**src/rtl/muldiv_unit.sv**
```systemverilog
// ---------------------------------------------------------------------------
// muldiv_unit : iterative RV32M/RV64M multiply/divide unit with valid/ready.
// Rev 1.0 -- optional MULDIV_FAST_MUL_EN selects a single-cycle multiplier.
// ---------------------------------------------------------------------------
`default_nettype none

module muldiv_unit #(
  parameter int XLEN  = 32,
  parameter int CNT_W = $clog2(XLEN) + 1
) (
  input  logic            clk,
  input  logic            rst_n,
  input  logic            flush,
  input  logic            in_valid,
  output logic            in_ready,
  input  logic [2:0]      funct3,
  input  logic [6:0]      funct7,
  input  logic [XLEN-1:0] op_a,
  input  logic [XLEN-1:0] op_b,
  output logic            out_valid,
  input  logic            out_ready,
  output logic [XLEN-1:0] result,
  output logic            illegal
);

  localparam logic [1:0] S_IDLE = 2'd0;
  localparam logic [1:0] S_MUL  = 2'd1;
  localparam logic [1:0] S_DIV  = 2'd2;
  localparam logic [1:0] S_DONE = 2'd3;

  logic [1:0]        state_q, state_d;
  logic [CNT_W-1:0]  cnt_q, cnt_d;
  logic [2:0]        f3_q, f3_d;
  logic              neg_q, neg_d;
  logic              bypass_q, bypass_d;
  logic [XLEN-1:0]   opnd_q, opnd_d;
  logic [2*XLEN-1:0] acc_q, acc_d;
  logic [XLEN-1:0]   result_q, result_d;
  logic              illegal_q, illegal_d;

  logic              accept, last;
  logic              sa_en, sb_en, a_neg, b_neg;
  logic [XLEN-1:0]   a_mag, b_mag, special_res;
  logic              legal, div_zero, div_ovf;
  logic [XLEN:0]     mul_sum, div_shift, div_diff;
  logic [2*XLEN-1:0] mul_next, div_next, mul_fix;
  logic [XLEN-1:0]   div_sel, div_fix, mul_res;

  assign in_ready  = (state_q == S_IDLE);
  assign out_valid = (state_q == S_DONE);
  assign result    = result_q;
  assign illegal   = illegal_q;

  assign accept = in_valid && in_ready && !flush;
  assign last   = (cnt_q == CNT_W'(XLEN - 1));

  // op_a is signed for all but the *U ops; op_b only for MUL/MULH/DIV/REM
  assign sa_en = !(funct3[0] && (funct3[1] || funct3[2]));
  assign sb_en = funct3[2] ? !funct3[0] : !funct3[1];
  assign a_neg = sa_en && op_a[XLEN-1];
  assign b_neg = sb_en && op_b[XLEN-1];
  assign a_mag = a_neg ? -op_a : op_a;
  assign b_mag = b_neg ? -op_b : op_b;

  assign legal    = (funct7 == 7'b0000001);
  assign div_zero = (op_b == '0);
  assign div_ovf  = !funct3[0] && (op_a == {1'b1, {(XLEN-1){1'b0}}}) && (op_b == '1);

  always_comb begin
    special_res = '0;
    if (!legal)        special_res = '0;
    else if (div_zero) special_res = funct3[1] ? op_a : '1;
    else if (div_ovf)  special_res = funct3[1] ? '0 : op_a;
  end

  // Shift-add: accumulator high half gathers partial sums, low half holds multiplier
  assign mul_sum  = {1'b0, acc_q[2*XLEN-1:XLEN]} + {1'b0, opnd_q};
  assign mul_next = acc_q[0] ? {mul_sum, acc_q[XLEN-1:1]} : {1'b0, acc_q[2*XLEN-1:1]};
  assign mul_fix  = neg_q ? -mul_next : mul_next;
  assign mul_res  = (f3_q == 3'b000) ? mul_fix[XLEN-1:0] : mul_fix[2*XLEN-1:XLEN];

  // Restoring divide: high half is the partial remainder, low half dividend/quotient
  assign div_shift = {acc_q[2*XLEN-1:XLEN], acc_q[XLEN-1]};
  assign div_diff  = div_shift - {1'b0, opnd_q};
  assign div_next  = div_diff[XLEN] ? {div_shift[XLEN-1:0], acc_q[XLEN-2:0], 1'b0}
                                    : {div_diff[XLEN-1:0],  acc_q[XLEN-2:0], 1'b1};
  assign div_sel   = f3_q[1] ? div_next[2*XLEN-1:XLEN] : div_next[XLEN-1:0];
  assign div_fix   = neg_q ? -div_sel : div_sel;

`ifdef MULDIV_FAST_MUL_EN
  logic [2*XLEN-1:0] fast_a, fast_b, fast_prod;
  assign fast_a    = {{XLEN{a_neg}}, op_a};
  assign fast_b    = {{XLEN{b_neg}}, op_b};
  assign fast_prod = fast_a * fast_b;
`endif

  always_comb begin
    state_d   = state_q;
    cnt_d     = cnt_q;
    f3_d      = f3_q;
    neg_d     = neg_q;
    bypass_d  = bypass_q;
    opnd_d    = opnd_q;
    acc_d     = acc_q;
    result_d  = result_q;
    illegal_d = illegal_q;

    if (flush && state_q != S_IDLE) begin
      state_d = S_IDLE;
    end else begin
      case (state_q)
        S_IDLE: begin
          if (accept) begin
            f3_d      = funct3;
            illegal_d = !legal;
            cnt_d     = '0;
            bypass_d  = 1'b0;
            neg_d     = (funct3[2] && funct3[1]) ? a_neg : (a_neg ^ b_neg);
            if (!legal || (funct3[2] && (div_zero || div_ovf))) begin
              // Single pass through DIV with the counter preset gives 1-edge latency
              state_d  = S_DIV;
              cnt_d    = CNT_W'(XLEN - 1);
              bypass_d = 1'b1;
              result_d = special_res;
            end else if (funct3[2]) begin
              state_d = S_DIV;
              opnd_d  = b_mag;
              acc_d   = {{XLEN{1'b0}}, a_mag};
            end else begin
`ifdef MULDIV_FAST_MUL_EN
              state_d  = S_DIV;
              cnt_d    = CNT_W'(XLEN - 1);
              bypass_d = 1'b1;
              result_d = (funct3 == 3'b000) ? fast_prod[XLEN-1:0] : fast_prod[2*XLEN-1:XLEN];
`else
              state_d = S_MUL;
              opnd_d  = a_mag;
              acc_d   = {{XLEN{1'b0}}, b_mag};
`endif
            end
          end
        end
        S_MUL: begin
          acc_d = mul_next;
          cnt_d = cnt_q + CNT_W'(1);
          if (last) begin
            result_d = mul_res;
            state_d  = S_DONE;
          end
        end
        S_DIV: begin
          acc_d = div_next;
          cnt_d = cnt_q + CNT_W'(1);
          if (last) begin
            if (!bypass_q) result_d = div_fix;
            state_d = S_DONE;
          end
        end
        default: begin
          if (out_ready) state_d = S_IDLE;
        end
      endcase
    end
  end

  always_ff @(posedge clk or negedge rst_n) begin
    if (!rst_n) begin
      state_q   <= S_IDLE;
      cnt_q     <= '0;
      f3_q      <= '0;
      neg_q     <= 1'b0;
      bypass_q  <= 1'b0;
      opnd_q    <= '0;
      acc_q     <= '0;
      result_q  <= '0;
      illegal_q <= 1'b0;
    end else begin
      state_q   <= state_d;
      cnt_q     <= cnt_d;
      f3_q      <= f3_d;
      neg_q     <= neg_d;
      bypass_q  <= bypass_d;
      opnd_q    <= opnd_d;
      acc_q     <= acc_d;
      result_q  <= result_d;
      illegal_q <= illegal_d;
    end
  end

endmodule

`default_nettype wire

```
**config.mk**
```make
export PLATFORM = sky130hd
export DESIGN_NAME = muldiv_unit
export DESIGN_NICKNAME = d
export VERILOG_FILES = /design/src/rtl/muldiv_unit.sv
export SDC_FILE = /design/constraint.sdc
export NUM_CORES = 1
export LEC_CHECK = 0
export ABC_AREA = 0
export CORE_MARGIN = 2
export CORE_UTILIZATION = 30
export DETAILED_ROUTE_END_ITERATION = 10
export SYNTH_ARGS = -nofsm -noshare
export SYNTH_HDL_FRONTEND = slang
export SYNTH_SLANG_ARGS = --single-unit
```
**constraint.sdc**
```tcl
create_clock -name clk -period 4.25 [get_ports clk]
set_input_delay 0.85 -clock clk [delete_from_list [all_inputs] [get_ports clk]]
set_output_delay 0.85 -clock clk [all_outputs]
set_load 0.03 [all_outputs]
```
**Yosys cells after proc, flatten, opt, wreduce, memory -nomap -nowiden**

Cells that the tools add are included.

- Register bits: 142
- Bits of input ports: 79
- Word-level logic and storage cells: 103

- $add $sub $neg: 7
- Bitwise logic cells: 3
- Reduce and logical (&&, ||, !) cells: 32
- Equal/unequal tests: 15
- Multiplexer cells: 37

Operators with widths:

| operator | count |
|---|---|
| 2-to-1 mux 32 bit | 17 |
| 2-to-1 mux 64 bit | 5 |
| case mux 64 bit (3 select lines) | 1 |
| negator 32 bit | 3 |
| case mux 32 bit (3 select lines) | 1 |
| equality test 32 bit (second input constant) | 2 |
| negator 64 bit | 1 |
| adder 32 x 32 -> 33 bit | 1 |
| subtractor 33 x 32 -> 33 bit | 1 |
| zero test 32 bit | 1 |
| 2-to-1 mux 2 bit | 6 |
| case mux 6 bit (2 select lines) | 1 |
| logical AND 1 bit | 10 |
| AND reduction 3 bit | 3 |
| inequality test 2 bit (second input constant) | 4 |
| AND reduction 4 bit | 2 |
| equality test 7 x 1 -> 1 bit (second input constant) | 1 |
| AND reduction 7 bit | 1 |
| adder 6 x 1 -> 6 bit (second input constant) | 1 |
| equality test 6 x 5 -> 1 bit (second input constant) | 1 |
| 2-to-1 mux 6 bit | 1 |
| inequality test 3 x 1 -> 1 bit (second input constant) | 2 |
| zero test 1 bit | 5 |
| 2-to-1 mux 5 bit | 1 |
| other kinds (14) | 22 |

**Longest topological paths before layout**

Gate-level depths: netlist (run 1).

- Word-level depth: 10
- Mapped depth: 19

**Least setup slack after synthesis (run 1)**

No wires, ideal clock.

- Path type: register to register
- Start point: register acc_q[32]
- End point: register result_q[28], in the netlist result[28]
- Required time: 4124 ps
- Path buffers: 1
- Stages on the path, launching flop included: 16
- Clock period less this slack: 4366 ps
- Library setup time: 126 ps
- Arrival: 4241 ps
- Slack: -116 ps
- Cells stage by stage: dfrtp_1 ha_1 fa_1 a21o_1 a311o_1 a21boi_1 xnor2_1 mux2_2 or3_1 buf_2 or4_1 or2_1 o41ai_1 xor2_1 a221oi_1 nor2_1

- Word-level cells in the longest chain between the ends: 8
- Elaborated cells on any way between the ends: 14
- Those cells by class: add/sub: 4; mux: 10

Ends and longest elaborated chain:

| what | line | RTL |
|---|---|---|
| from (decl) | 37 | `logic [2*XLEN-1:0] acc_q, acc_d;` |
| from (signal assigned) | 174 | `acc_q <= '0;` |
| from (signal assigned) | 184 | `acc_q <= acc_d;` |
| subtractor 33 x 32 -> 33 bit | 84 | `assign div_diff = div_shift - {1'b0, opnd_q};` |
| 2-to-1 mux 64 bit | 85 | `assign div_next = div_diff[XLEN] ? {div_shift[XLEN-1:0], acc_q[XLEN-2:0], 1'b0}` |
| 2-to-1 mux 32 bit | 87 | `assign div_sel = f3_q[1] ? div_next[2*XLEN-1:XLEN] : div_next[XLEN-1:0];` |
| negator 32 bit | 88 | `assign div_fix = neg_q ? -div_sel : div_sel;` |
| 2-to-1 mux 32 bit | 88 |  |
| 2-to-1 mux 32 bit | 155 | `if (!bypass_q) result_d = div_fix;` |
| 2-to-1 mux 32 bit | 154 | `if (last) begin` |
| case mux 32 bit (3 select lines) (*) | 111 | `case (state_q)` |
| to (signal assigned) | 185 | `result_q <= result_d;` |
| to (decl) | 38 | `logic [XLEN-1:0] result_q, result_d;` |

Mark *: on every way between the ends. The rest lies on a longest branch, timed or not. The select of a mux whose other input is x is not followed.
A chain may end at the register's enable or synchronous reset.

**Worst setup path in the final report (run 1)**

- Start point: register acc_q[32]
- End point: register result_q[29], in the netlist result[29]

The elaborated chain is that of the path after synthesis.

==> results summary, run 1 <==
The flow ran to the end, but the final reports show violations. The checks that failed: negative setup slack. The share of the Yosys chip area taken by registers is 0.201. The aggregate routed wire length came out at 84,400 um. The leakage power summed over all cells is 9.63 nW. The final routed wire length divided by cell count came out at 23.0 um. Dividing total power by cell area gives a power density of 1020 nW/um^2.

The number of warnings printed during yosys synthesis is 0. The TritonCTS clock tree is built. Counting flops with a built-in enable in the synthesized netlist gives 0. The source-to-sink clock delay at the later pin of the worst-skew pair is 470 ps.

The initial antenna violation count is 8. The post-route minimum period came out at 4370 ps. At the end of the flow the core is filled with cells to 0.406.

The simple logic cell fraction of the synthesized area is 0.246. The total clock buffers created by CTS is 17. The final setup violation count is 7. The H-tree depth reported by CTS came out at 4. The share of flip-flops with an asynchronous set or reset came out at 1.00. The total via count in the routed design came out at 21,900. The unique cell type count in the Yosys netlist came out at 82. The number of input and output port buffers inserted came out at 113. In the finished design, the share of the clock period the worst path needs comes to 1.03. Of all cell types, the one taking the most synthesized area is dfrtp_1. At the end of routability-driven placement, the weighted congestion stood at 1.00. The relative slew slack came out at 0.324.

The endpoint arrival time on the critical path is 4720 ps. The xor and xnor fraction of the mapped netlist area is 0.0769. Sorting the synthesized cells by how often they occur yields 315 x nand2_1, 274 x o21ai_0, 242 x nor2_1, 205 x a21oi_1, 163 x clkbuf_1. The final standard cell area without fillers came out at 23,500 um^2. The net count of the finished layout came out at 3,041. In the synthesized netlist the dominant register cell turns out to be dfrtp_1. Sorting the synthesized cells by area gives the leading types as dfrtp_1 20%, o21ai_0 7.8%, nand2_1 6.7%, a21oi_1 5.8%, ha_1 5.2%. On the critical path the largest part of the delay comes from simple AND/OR/NAND/NOR gates. The average via count per standard cell came out at 5.96. In this run the worst path has a maximum fanout of 5. The data required time of the critical path came out at 4600 ps. The count of final max-slew check failures is 0.

The via count of the first global-routing pass is 20,300. The final HPWL from detailed placement is 66,500 um. Dividing the synthesized area by the synthesized cell count gives 6.99 um^2.

The worst setup path is launched from a flop. The cell with the most instances after synthesis is nand2_1. Of the total synthesized cell area, the portion taken by full adders, half adders and majority gates is 0.0547. The residual antenna-violating net count after detailed routing came out at 0. The clock-pin slew on the worst setup and hold paths is 70 ps.

The synthesized instance count is 2,524. The netlist area before placement is 17,600 um^2. The wire length of the first global-routing pass is 126,000 um. The share of final-layout standard cells stronger than drive strength 1 came out at 0.211.

The maximum clock path buffer count is 2. The number of max-cap violations is 0. Setup total negative slack on the finished layout was measured at -322 ps. For this run, the slowest stage of the critical path takes 550 ps. The peak supply drop is 0.770 mV. The first detailed-routing pass took 8 iterations.

STA classifies the critical path endpoint as a flop. The clock sink total came out at 142. The worst path buffer plus inverter count came out at 2. Measured against the total synthesized area, the mux share comes to 0.0311. The total routing resource utilization after global routing is 0.273. By area, the combinational part of the netlist is dominated by compound AO/OA/AOI/OAI gates.

Clock skew on the completed layout was measured at 10.7 ps. The number of ports placed on the die boundary is 114. The post-synth net total is 2,679. The signal on the critical path passes through ha_4 -> fa_2 -> a21o_1 -> a311o_1 -> a21boi_1 -> xnor2_1 -> mux2_4 -> or3_4 -> or4_4 -> buf_8 -> nor4_4 -> buf_4 -> nand2_2 -> and4_1 -> o31ai_2 -> nand2_1. The fmax came out at 0.229 GHz. The cell with the largest stage delay on the worst path is or4_4. The setup path with the least slack is of type reg -> reg. The floorplan die height came out at 247 um. The total overflow left after global routing is 0. The placed instances occupy a cell area of 22,100 um^2. The number of design rule violations left after detail routing came out at 0. The initial standard-cell utilization of the core is 0.305. The initialized floorplan defines 88 standard-cell rows. The minimum setup slack in the final design is -116 ps. The worst register-to-register path begins at acc_q[32]$_DFFE_PN0P_.

The floorplan die width is 247 um. The complex-gate fraction of the synthesized area came to 0.333. The transition at the pin with the smallest max-transition slack is 1010 ps. After synthesis the netlist holds a flip-flop and latch count of 142. The min-delay analysis places its worst path in the category in -> async.

In this run the worst setup path begins at acc_q[32]$_DFFE_PN0P_. The core region is 57,900 um^2. Entering global routing, the biggest net connects 96 pins. The number of inserted filler cells in the final layout came out at 6,158. The final hold violation count is 0.

The area growth from synthesis to layout is 33.3%. The detailed router's first-iteration violation count came out at 2,730. Setup repair after global routing could not meet its margin everywhere. The share of Yosys cell area claimed by the top area cell type came out at 0.201. The floorplan step defined a die boundary enclosing 60,800 um^2. Clock tree synthesis selected as its root buffer the cell clkbuf_16.
[worst register-to-register path, delay by kind of cell (launching register included)]
kind	cells	cell delay [ps]
AO/OA/AOI/OAI	4	1030
XOR/XNOR	1	100
adder cells (fa/ha/maj)	2	550
buffers and inverters	2	330
flip-flops	1	420
multiplexers	1	280
AND/OR/NAND/NOR	6	1530
[kinds of logic after synthesis]
kind of cell,after synthesis
mux,52
flops,142
fa+ha+maj,76
simple gates,917
xor+xnor,155
buf+inv,265
compound gates,917
[placed cells by master (no fill, tap or decap), drive strengths merged, types with 23 or more instances in the layout]
| master | n |
|---|---|
| inv | 85 |
| mux2 | 23 |
| nor4 | 34 |
| dfrtp | 142 |
| or3 | 29 |
| mux2i | 29 |
| ha | 74 |
| a31oi | 39 |
| xnor2 | 101 |
| nor2 | 242 |
| a221o | 24 |
| xor2 | 54 |
| a22oi | 30 |
| a21oi | 205 |
| o21ai | 279 |
| o21a | 24 |
| nand2 | 316 |
| a21o | 23 |
| o211ai | 49 |
| a211oi | 33 |
| o31ai | 33 |
| nand4 | 38 |
| clkdlybuf4s50 | 111 |
| buf | 415 |
| nor3 | 57 |
| nand3 | 59 |
| and3 | 24 |
[final cells by class]
type                    instances  area, um^2  area share
well taps                     765         957      0.0407
repair buffers                526        4360       0.185
flip-flops and latches        142        3560       0.151
inverters                      82         308      0.0131
diodes                          5        12.5    0.000532
clock buffers                  19         443      0.0188
clock inverters                13         154     0.00654
multi-input cells            2117       13700       0.584
[what timing repair did]
| action | 4_1_cts | 5_1_grt |
|---|---|---|
| hold buffers | 0 | 0 |
| gates cloned | 1 | 1 |
| setup endpoints to repair | 26 | 31 |
| resized for setup | 50 | 96 |
| setup buffers | 6 | 19 |
| pin swaps | 20 | 60 |
[sequential cells by signal, indices dropped and copies added, names as in the netlist]
register,count
bypass_q,1
acc_q,64
state_q,2
illegal,1
neg_q,1
cnt_q,6
result,32
f3_q,3
opnd_q,32
[through the flow]
| step | cells | total power, W | worst slack, ps | hold slack, ps |
|---|---|---|---|---|
| finish | 3669 | 0.0241 | -116 | 364 |
| global route | 3665 | 0.0254 | -194 | 397 |
| CTS | 3645 | 0.0227 | -14.5 | 384 |
| detailed placement | 3606 | 0.0206 | -275 | 480 |
| global placement | 3606 | 0.0206 | -199 | 474 |
| floorplan | 2524 | 0.0123 | 28.0 | 451 |
[path summary, 6_finish.rpt]
check	to	slack, ps	cells after the start
worst max-delay path	result[29]$_DFFE_PN0P_	-120	16
worst min register to register	result[7]$_DFFE_PN0P_	490	1
min in group clk	result[7]$_DFFE_PN0P_	490	1
worst min-delay path	result[8]$_DFFE_PN0P_	360	1
max in group asynchronous	acc_q[36]$_DFFE_PN0P_	2850	2
worst max register to register	result[29]$_DFFE_PN0P_	-120	16
[where the power goes]
part / internal (W) / leakage [nW] / total (W) / switching (W)
registers: 0.00180 / 1.85 / 0.00229 / 0.000494
clock network: 0.000892 / 0.279 / 0.00161 / 0.000721
logic: 0.00834 / 7.51 / 0.0202 / 0.0119
total: 0.0110 / 9.63 / 0.0241 / 0.0131
[layer usage]
| layer | track usage | vias to the layer above | share of wire |
|---|---|---|---|
| met5 | 0 | - | 0.00049 |
| met4 | 0.122 | 6 | 0.048 |
| met3 | 0.0658 | 221 | 0.11 |
| met2 | 0.409 | 1184 | 0.43 |
| met1 | 0.369 | 10400 | 0.42 |
| li1 | - | 10100 | - |
No activity file was read; power rests on OpenSTA's default activity.
==> run 2, diff against run 1 <==
--- a/config.mk
+++ b/config.mk
@@ -6,6 +6,7 @@
 export NUM_CORES = 1
 export LEC_CHECK = 0
 export ABC_AREA = 0
+export CORE_ASPECT_RATIO = 1.1
 export CORE_MARGIN = 2
 export CORE_UTILIZATION = 30
 export DETAILED_ROUTE_END_ITERATION = 10
==> constraint.sdc (replaced) <==
create_clock -name clk -period 3.7 [get_ports clk]
set_input_delay 0.74 -clock clk [delete_from_list [all_inputs] [get_ports clk]]
set_output_delay 0.74 -clock clk [all_outputs]
set_load 0.1 [all_outputs]
==> run 2 against run 1 <==
  * The flow still finishes with violations (negative setup slack)
  * Core utilization rose by 4.4 points
  * Die area barely moved
  * First-iteration DRC count fell by 27%
  * Global-route usage fell by 1.2 points
  * Worst setup slack got worse by 330 ps
  * Final cell count rose by 7.1%
  * Clock skew rose by 6.9 ps
  * Sequential share of layout area fell by 1.6 points
==> results summary, run 2 (same netlist as run 1, synthesis figures left out) <==
The data required time of the critical path came out at 4060 ps (was 4600 ps). The fmax is 0.241 GHz (was 0.229 GHz). The via count of the first global-routing pass came out at 21,200 (was 20,300). Setup repair after global routing missed its margin: yes (unchanged). The number of input and output port buffers inserted came out at 113 (unchanged). The final cell count without fillers came out at 3,929 (was 3,669). The clock skew was 17.6 ps (was 10.7 ps). The total clock buffers created by CTS came to 17 (unchanged). The total core area is 58,400 um^2 (was 57,900 um^2). The placement row count came out at 93 (was 88).

The sum of overflow across all layers after global routing came out at 0 (unchanged). The source-to-sink clock delay at the later pin of the worst-skew pair came to 470 ps (about the same). The register name with the most flops is acc_q (unchanged).

The sort of element at the start of the critical path is a flop (unchanged). The number of buffers inserted for hold repair after clock tree synthesis is 0 (unchanged). The largest fanout on the critical path came to 5 (unchanged). The cell with the largest stage delay on the worst path is o41ai_2 (was or4_4). The aggregate routed wire length is 82,500 um (was 84,400 um). The average via count per standard cell is 5.67 (was 5.96). The final core area utilization was 0.451 (was 0.406). The final setup violation count was 31 (was 7).

The total routing resource utilization after global routing is 0.261 (was 0.273). The total via count in the routed design is 22,300 (was 21,900). The number of design rule violations left after detail routing came to 0 (unchanged). The final standard cell area without fillers is 26,300 um^2 (was 23,500 um^2).

CP Cell Sequence: inv_2 -> ha_4 -> inv_2 -> fa_2 -> a211oi_4 -> o211a_1 -> o211ai_1 -> and3_4 -> o21ai_4 -> nand4b_1 -> a22oi_2 -> buf_4 -> o211ai_1 -> o41ai_2 -> buf_4 -> xnor2_2 -> o21ai_1 -> and2_1 (was ha_4 -> fa_2 -> a21o_1 -> a311o_1 -> a21boi_1 -> xnor2_1 -> mux2_4 -> or3_4 -> or4_4 -> buf_8 -> nor4_4 -> buf_4 -> nand2_2 -> and4_1 -> o31ai_2 -> nand2_1). The number of flip-flops in the largest register came out at 64 (unchanged). The worst reg2reg path depth came to 18 (was 16). The most common cell after layout, fill and taps aside is buf_4 (unchanged). The final routed wire length divided by cell count came out at 21.0 um (was 23.0 um). The critical path's largest stage delay was 410 ps (was 550 ps). The category of the worst setup path capture point is a flop (unchanged). The floorplan die width is 235 um (was 247 um). The residual antenna-violating net count after detailed routing is 0 (unchanged). The initial antenna violation count is 1 (was 8). The critical path class was reg -> reg (unchanged). The count of final max-slew check failures came out at 0 (unchanged). The transition at the pin with the smallest max-transition slack came out at 1030 ps (was 1010 ps). The share of final-layout standard cells stronger than drive strength 1 came out at 0.300 (was 0.211). The TritonCTS clock tree is built (unchanged). The total inserted antenna cells came out at 0 (was 5). The floorplan die height came out at 258 um (was 247 um).

The post-placement cell count is 3,858 (was 3,606). The die area came out at 60,800 um^2 (about the same). The worst hold-check path type is in -> async (unchanged). The pin count of the biggest net entering global routing was 97 (was 96). The final hold violation count is 0 (unchanged). The relative slew slack is 0.310 (was 0.324).

Top library cells by usage in the layout, fill and taps aside: 640 x buf_4, 305 x nand2_1, 237 x nor2_1 (was 397 x buf_4, 311 x nand2_1, 256 x o21ai_0). The clock-pin slew on the worst setup and hold paths was 80 ps (was 70 ps). The final estimated routing congestion in global placement is 0.992 (was 1.00). The clock sink total is 142 (unchanged). The maximum clock path buffer count is 2 (unchanged). The share of the clock period used by the worst path came out at 1.12 (was 1.03). The post-route minimum period came to 4140 ps (was 4370 ps). The number of max-cap violations came out at 0 (unchanged). The initial standard-cell utilization of the core came out at 0.302 (was 0.305). The master cell of the clock root buffer is clkbuf_16 (unchanged). The number of optimization iterations in the first detailed-route pass was 5 (was 8). The number of ports placed on the die boundary is 114 (unchanged).

The wire length of the first global-routing pass came out at 123,000 um (was 126,000 um). The H-tree depth reported by CTS was 4 (unchanged). The minimum setup slack in the final design came to -444 ps (was -116 ps). The final HPWL from detailed placement is 64,800 um (was 66,500 um). The area growth from synthesis to layout is 49.2% (was 33.3%). The detailed router's first-iteration violation count was 1,995 (was 2,730).

Result of the run: finished with violations (unchanged). Violations in the final reports: negative setup slack (unchanged). The net count of the finished layout came out at 3,311 (was 3,041). The tightest hold margin is 294 ps (was 364 ps).

The placed instance area is 24,200 um^2 (was 22,100 um^2). The endpoint arrival time on the critical path came out at 4500 ps (was 4720 ps).
## run 2: changes by cell type in the layout (fill, tap and decap cells not counted), sizes merged
cell	change
diode	-5
bufinv	-2
clkinvlp	-2
inv	+3
clkinv	+3
clkdlybuf4s50	-2
clkbuf	+2
buf	+268
## run 2: layout make-up
type / count / area (um^2)
Sequential cell: 142 / 3560
Fill cell: 5968 / 32100
Inverter: 82 / 308
Clock inverter: 15 / 129
Multi-Input combinational cell: 2117 / 14300
Tap cell: 760 / 951
Timing Repair Buffer: 796 / 6630
Clock buffer: 17 / 425
## run 2: metrics by stage
stage / setup WS [ps] / TNS, ps
after floorplan: -382 / -2470
after global placement: -574 / -23380
after detailed placement: -619 / -23730
after CTS: -441 / -8760
after global routing: -563 / -11710
final: -444 / -8090
## run 2: metal layers
metal / part of all wire / wire (um) / up-vias / global-route usage
met5: 0 / 0 / - / 0
met4: 0.056 / 4610 / 0 / 0.137
met3: 0.067 / 5510 / 193 / 0.0279
met2: 0.46 / 37700 / 949 / 0.431
met1: 0.42 / 34700 / 10500 / 0.337
li1: - / - / 10600 / -
## run 2: final timing paths
| path | start | to | slack, ps |
|---|---|---|---|
| worst min register to register | result[8]$_DFFE_PN0P_ | result[8]$_DFFE_PN0P_ | 490 |
| max in group asynchronous | rst_n | opnd_q[0]$_DFFE_PN0P_ | 2560 |
| worst max register to register | acc_q[31]$_DFFE_PN0P_ | result[23]$_DFFE_PN0P_ | -440 |
| worst min-delay path | rst_n | result[29]$_DFFE_PN0P_ | 290 |
| worst max-delay path | acc_q[31]$_DFFE_PN0P_ | result[23]$_DFFE_PN0P_ | -440 |
| min in group clk | result[8]$_DFFE_PN0P_ | result[8]$_DFFE_PN0P_ | 490 |
## run 2: timing repair
action | in CTS | in global routing
pin swaps | 46 | 91
cloned | 0 | 4
setup buffers | 14 | 24
resized for setup | 87 | 173
setup endpoints to repair | 35 | 45
## run 2: critical path: cells and delay by family (launching register included)
kind	cells	cell delay, ps
AO/OA/AOI/OAI	8	1860
AND/OR/NAND/NOR	3	700
adder cells (fa/ha/maj)	2	530
buffers and inverters	4	470
flip-flops	1	390
XOR/XNOR	1	100
Power of run 2 is not shown: default switching activity piles up to over one toggle a cycle in this logic, so the estimate is an artifact.
==> edit, RTL diff (config.mk and constraints of run 2) <==
Change the parameter `XLEN` from 32 to 16.
--- a/src/rtl/muldiv_unit.sv
+++ b/src/rtl/muldiv_unit.sv
@@ -5,7 +5,7 @@
 `default_nettype none
 
 module muldiv_unit #(
-  parameter int XLEN  = 32,
+  parameter int XLEN  = 16,
   parameter int CNT_W = $clog2(XLEN) + 1
 ) (
   input  logic            clk,
Interface: changed (resized op_a, op_b and result); port bits go from 114 to 66. No check against the original RTL was run, so the function may have changed too.
==> edit against run 2 <==
The flow still finishes with violations (setup timing); setup slack gained 330 ps; design area shrank 55%; synthesized area shrank 50%; wire length shrank 57%; final cell count shrank 55%; sequential cell count shrank 65; largest cell class unchanged; utilization shrank 4.0 points.
==> edit: results (changes against run 2) <==
status:
  status: "finished with violations"
  failed_checks: "setup timing"
finish:
  buffer_area_share_pct: 18.86  # -6.3 points
  multi_input_gates: 978  # -54%
  multi_input_area_share_pct: 56.80  # +2.4 points
  clock_area_share_pct: 2.584  # +0.48 points
  n_all_buffers: 272  # -66%
  fin_nets: 1479  # -55%
  drive_above_1_share_pct: 23.72  # -6.3 points
  multi_input_area_um2: 6710  # -53%
routing:
  wl_met1_um: 15510  # -55%
  wl_met2_um: 16370  # -57%
  viasPerCell: 5.649  # -0.30%
global_route:
  met2_usage_pct: 37.05  # -6.1 points
  use_met1_pct: 30.66  # -3.0 points
  antenna_found_initial: 0  # -1
  grt_max_degree: 50  # -48%
  grt_use_met3_pct: 3.100  # +0.31 points
  grt_pass1_vias: 9376  # -56%
cts:
  clk-insertion-delay-late_ps: 370  # -100 ps
  htreeDepth: 3  # -1
critical_path:
  critPathSlowestCell: "or4_4"
  endpoint: "result[13]"
  reg2reg_depth: 14  # -4
  cp_slowest_stage_delay_ps: 530  # +120 ps
timing:
  setup_viol: 6  # -81%
  clock_skew_ps: 20.07  # +2.476 ps
  setup_tns_ps: -416.0  # +7675 ps
  setup_slack_ps: -118.2  # +325.9 ps
  worst_pin_slew_ps: 1006  # -27.15 ps
placement:
  dp_hpwl_um: 28190  # -57%
  dp_cells: 1735  # -55%
  dpl_cell_area_um2: 11150  # -54%
  io_buffer_count: 65  # -42%
yosys:
  syn-num-nets: 1271  # -53%
  synth_cell_types: 91  # +11%
  synth_common_cells: "nand2_1, o21ai_0, a21oi_1"
edit: cell types whose count changed after synthesis, moves of 54 or more:
cell and delta:
nand2_1 -161, dfrtp_1 -65, nor2_1 -149, clkbuf_1 -112, xnor2_1 -54, a21oi_1 -111, o21ai_0 -175
edit: cells by family (layout without fill, tap and decap cells):
logic type | count (synthesis) | in the layout | synth area share, %
compound gates | 401 | 401 | 29.38
xor+xnor | 79 | 79 | 7.874
fa+ha+maj | 46 | 46 | 6.721
buf+inv | 123 | 336 | 6.450
flops | 77 | 77 | 21.93
mux | 43 | 43 | 5.240
simple gates | 409 | 409 | 22.41
edit: worst max-delay path, delay by kind of cell, from the launching register on:
| family | cells | cell delay, ps |
|---|---|---|
| buf+inv | 2 | 210 |
| fa+ha+maj | 2 | 510 |
| compound gates | 4 | 1010 |
| simple gates | 6 | 1560 |
| flops | 1 | 400 |
edit: repair_timing:
item	4_1_cts	5_1_grt
endpoints found under the hold margin	0	0
setup endpoints to repair	10	14
setup buffers	3	5
pin swaps	7	23
gates resized for setup	18	41
